<file path="config.mk">
export PLATFORM = sky130hd
export DESIGN_NAME = apb_slave_regbank
export DESIGN_NICKNAME = d
export VERILOG_FILES = /design/src/rtl/apb_slave_regbank.sv
export SDC_FILE = /design/constraint.sdc
export NUM_CORES = 1
export LEC_CHECK = 0
export ABC_CLOCK_PERIOD_IN_PS = 6400
export CELL_PAD_IN_SITES_DETAIL_PLACEMENT = 1
export CELL_PAD_IN_SITES_GLOBAL_PLACEMENT = 2
export CORE_ASPECT_RATIO = 0.75
export CORE_MARGIN = 5
export CORE_UTILIZATION = 42
export CTS_CLUSTER_SIZE = 28
export DETAILED_ROUTE_END_ITERATION = 12
export PLACE_DENSITY = 0.78
export RECOVER_POWER = 25
export SLEW_MARGIN = 15
export SYNTH_ARGS = -nofsm -noshare
export SYNTH_HDL_FRONTEND = slang
export SYNTH_SLANG_ARGS = --single-unit
</file>
<file path="constraint.sdc">
create_clock -name Hclk -period 6.4 [get_ports Hclk]
set_input_delay 1.28 -clock Hclk [delete_from_list [all_inputs] [get_ports Hclk]]
set_output_delay 1.28 -clock Hclk [all_outputs]
set_load 0.01 [all_outputs]
</file>
<file path="src/rtl/apb_slave_regbank.sv">
// APB completer holding NUM_REGS 32-bit read/write registers with WAIT_CYCLES wait states.
// Define APB_SLV_PSLVERR_EN to flag out-of-range or misaligned accesses on Pslverr.
module apb_slave_regbank #(
    parameter int          NUM_REGS    = 8,
    parameter logic [31:0] BASE_ADDR   = 32'h8000_0000,
    parameter int          WAIT_CYCLES = 0
) (
    input  logic        Hclk,
    input  logic        Hresetn,
    input  logic        Psel,
    input  logic        Penable,
    input  logic        Pwrite,
    input  logic [31:0] Paddr,
    input  logic [31:0] Pwdata,
    output logic [31:0] Prdata,
    output logic        Pready,
    output logic        Pslverr
);

    localparam int          IDX_W  = $clog2(NUM_REGS);
    localparam logic [31:0] SPAN   = 32'(4 * NUM_REGS);
    localparam logic [3:0]  WAIT_N = 4'(WAIT_CYCLES);

    typedef enum logic [1:0] {IDLE, SETUP, ACCESS} state_t;

    state_t             state_reg, state_next;
    logic [3:0]         wcnt_reg, wcnt_next;
    logic [31:0]        offset;
    logic               hit;
    logic [IDX_W-1:0]   idx;
    logic               access_phase;
    logic               complete;
    logic [31:0]        regs_reg [NUM_REGS];

    // Addresses below BASE_ADDR wrap to huge offsets, so one compare covers both bounds.
    assign offset = Paddr - BASE_ADDR;
    assign hit    = (offset < SPAN) && (offset[1:0] == 2'b00);
    assign idx    = offset[IDX_W+1:2];

    // state_reg records the phase sampled at the last edge; a cycle with Psel&Penable
    // following a sampled setup (or a wait) is an access cycle, so a zero-wait transfer
    // completes in its first access cycle.
    assign access_phase = Psel & Penable & (state_reg != IDLE);
    assign Pready       = access_phase & (wcnt_reg == WAIT_N);
    assign complete     = Pready;

    assign Prdata = (access_phase & ~Pwrite & hit) ? regs_reg[idx] : 32'h0;

`ifdef APB_SLV_PSLVERR_EN
    assign Pslverr = Pready & ~hit;
`else
    assign Pslverr = 1'b0;
`endif

    always_ff @(posedge Hclk) begin
        if (!Hresetn) begin
            state_reg <= IDLE;
            wcnt_reg  <= 4'd0;
        end else begin
            state_reg <= state_next;
            wcnt_reg  <= wcnt_next;
        end
    end

    always_comb begin
        state_next = state_reg;
        wcnt_next  = wcnt_reg;
        case (state_reg)
            IDLE: begin
                // An access phase with no preceding setup is ignored.
                if (Psel && !Penable) begin
                    state_next = SETUP;
                    wcnt_next  = 4'd0;
                end
            end
            SETUP, ACCESS: begin
                if (!Psel) begin
                    state_next = IDLE;
                end else if (!Penable) begin
                    state_next = SETUP;
                    wcnt_next  = 4'd0;
                end else if (Pready) begin
                    state_next = IDLE;
                end else begin
                    state_next = ACCESS;
                    wcnt_next  = wcnt_reg + 4'd1;
                end
            end
            default: begin
                state_next = IDLE;
                wcnt_next  = 4'd0;
            end
        endcase
    end

    generate
        for (genvar gi = 0; gi < NUM_REGS; gi++) begin : g_reg
            always_ff @(posedge Hclk) begin
                if (!Hresetn) begin
                    regs_reg[gi] <= 32'h0;
                end else if (complete && Pwrite && hit && (idx == IDX_W'(gi))) begin
                    regs_reg[gi] <= Pwdata;
                end
            end
        end
    endgenerate

endmodule
</file>
==> impl_metrics.csv <==
group,metric,value,unit
power,p_total,3.824,mW
sta,worstMarginPinSlew,2.728,ns
yosys,netlist_area,13710,µm²
drt,num_vias,8664,
setup_path,critPathArrivalTime,4.24,ns
status,failed_checks,"capacitance limit, slew limit",
power,p_leak,4.969,nW
cells_and_area,largest_register_ffs,256,
yosys,ys_warn_count,0,
yosys,yosysUniqueCellTypes,44,
setup_path,slowest_stage,"or4_1",
clocking,numCtsBuffers,29,
setup_path,r2r_slack,1.67,ns
global_route,grt_pass1_vias,9080,
global_route,antenna_found_initial,1,
yosys,synth_fp_nets,1084,
die,fp.dieW,218.6,µm
setup_path,required,5.12,ns
sta,finalHoldViolCount,0,
global_route,grt_overflow_total,0,
yosys,synthFlopType,"edfxtp_1",
die,core,32310,µm²
power,vdd_ir_drop_max,0.1949,mV
yosys,async_reset_ff_frac,0,
sta,max_slew_margin,-0.8188,
setup_path,path_class,"in2out",
die,rows,57,
worst_hold_path,hold_class,"reg2reg",
drt,drtPass1Iterations,5,
setup_path,end_kind,"primary output",
setup_path,path_cells,"dlygate4sd3_1 -> nor4_1 -> nand4_1 -> or4_1 -> buf_4 -> nor2_1 -> clkdlybuf4s50_1",
drt,wl_per_cell,25.17,µm
clocking,cts-root-buf,"clkbuf_16",
sta,timing.fmax,181.1,MHz
clocking,cts_setup_buffers,0,
cells_and_area,drive_above_1_share,0.2092,
cells_and_area,layout.nets,1156,
global_route,grt_use_total,0.2108,
cells_and_area,multiInputGateArea,5064,µm²
yosys,avgSynthCellArea,13.56,µm²
setup_path,critical-path-top-delay-family,"buffers and inverters",
clocking,clock-sinks,262,
clocking,ctsHoldBuffers,0,
cells_and_area,n_antenna_cell,0,
clocking,cts-resized-gates,0,
yosys,synth_top_area_share,0.5609,
sta,setup_viol,0,
drt,ant_nets,0,
cells_and_area,register_area,7807,µm²
clocking,insertion_delay,0.57,ns
sta,min_period,5.521,ns
clocking,cts_tree,"built",
sta,slew_viol_final,112,
clocking,cts_htree_levels,1,
clocking,clk_pin_slew_worst_paths,0.06,ns
cells_and_area,area_growth,14.09,%
die,start_util,0.4242,
drt,avgViaCountPerCell,5.604,
yosys,synth_edf_count,256,
sta,tns,0,ns
cells_and_area,fillers,3259,
die,die_h,166.4,µm
place,place_hpwl,22540,µm
die,ios,103,
setup_path,path_buf_inv,3,
yosys,synth_top_cell_by_area,"edfxtp_1",
place,gp_congestion,0.7444,
sta,fin_worst_skew,0.02232,ns
setup_path,path_max_fanout,21,
drt,drc,0,
yosys,yosys-top-cells-area,"edfxtp_1 56%, mux4_2 11%, nor3_2 10%",
sta,rsz0062_at_grt,"no",
clocking,clk_path_buf_depth,3,
setup_path,setup.worst_path.start_class,"input pin",
power,p_per_area,244.6,nW/µm²
setup_path,critical-path-max-stage-delay,0.78,ns
yosys,synth_cells,1011,
sta,min_period_over_period,0.8627,
job,maxCapViolCount,2,
die,die_area,36380,µm²
drt,routed_wl,38910,µm
yosys,synth_seq_cells,262,
global_route,grt_max_degree,143,
yosys,synth.yosys.seq_area_share,0.5697,
global_route,grt_pass1_wl,58590,µm
status,status,"finished, violations left",
drt,drtIter0Drc,575,
place,numPortBuffers,101,
[per-layer routing]
metal	up-vias	share of wire	global-route usage
met3	42	0.053	0.03267
met5	-	0	0
met4	0	0.017	0.03439
met2	233	0.47	0.3381
met1	4504	0.46	0.3120
li1	3885	-	-
[final cells by class]
class                      instances  share of cell area
inverter                           5            0.001200
clock buffer                      39             0.05073
tap                              442             0.03537
sequential                       262              0.4993
multi-input combinational        647              0.3238
timing repair buffer             138             0.08426
clock inverter                    13            0.005281
[layout by cell type, fill, tap and decap left out, drive strengths merged, types with 2 or more instances in the layout]
cell	Yosys	final
mux4	64	64
and2	68	68
nand3	2	2
dlygate4sd3	0	3
o221a	2	2
clkdlybuf4s50	0	95
nor4	6	6
buf	61	36
a21boi	2	2
nand2b	5	5
clkbuf	36	43
clkinv	0	11
nor3b	2	2
nor2b	4	4
nor2	40	40
o41ai	6	6
edfxtp	256	256
nor4b	5	5
inv	5	6
or4	2	2
ha	4	4
nor3	192	192
o21ai	2	2
dfxtp	6	6
nand4	3	3
mux2i	33	33
nand2	193	193
[cell usage after synthesis (all sizes together), types with 2 or more instances]
| cell type | number |
|---|---|
| nor4 | 6 |
| nor4b | 5 |
| dfxtp | 6 |
| o41ai | 6 |
| ha | 4 |
| nand2 | 193 |
| and2 | 68 |
| mux4 | 64 |
| nand3 | 2 |
| buf | 61 |
| nor3 | 192 |
| nor2b | 4 |
| a21boi | 2 |
| edfxtp | 256 |
| inv | 5 |
| nor3b | 2 |
| nand4 | 3 |
| mux2i | 33 |
| clkbuf | 36 |
| o221a | 2 |
| or4 | 2 |
| nand2b | 5 |
| o21ai | 2 |
| nor2 | 40 |
[per-stage QoR]
stage	std cells	utilization	setup slack (ns)	cell area (µm²)	hold slack [ns]
after global routing	1546	0.4840	0.6074	15640	0.5667
after CTS	1546	0.4970	0.8651	16060	0.5141
after detailed placement	1494	0.4699	0.8732	15180	0.5057
after floorplan	1011	-	1.038	13710	0.4711
after global placement	1494	0.4699	0.9288	15180	0.4947
final	1546	0.4840	0.8790	15640	0.5085
[cells by family after synthesis]
kind of cell | Yosys count | synth area share
adders and majority gates | 4 | 0.003652
DFF | 262 | 0.5697
and+or+nand+nor | 528 | 0.2434
muxes | 97 | 0.1293
AOI/OAI and AO/OA | 17 | 0.01333
other | 1 | 0.0002736
buffers and inverters | 102 | 0.04044
[tightest hold or removal path, delay by kind of cell (launching register included)]
kind / cells / cell delay [ns]
compound gates: 1 / 0.06
flops: 1 / 0.33
simple gates: 1 / 0.06
[power by group]
group / internal [mW] / leakage, nW / total [mW] / switching (mW)
clock network: 0.899 / 0.428 / 1.58 / 0.681
registers: 1.93 / 2.70 / 1.95 / 0.0151
logic: 0.126 / 1.84 / 0.298 / 0.171
total: 2.96 / 4.97 / 3.82 / 0.867
[final timing paths]
kind | start | to | cells past startpoint
setup / recovery | Paddr[6] | Prdata[21] | 7
hold / removal | wcnt_reg[1] | wcnt_reg[1] | 2
setup reg to reg | wcnt_reg[0] | regs_reg[4][30] | 7
hold reg to reg | wcnt_reg[1] | wcnt_reg[1] | 2
(Power assumes the default switching activity.)
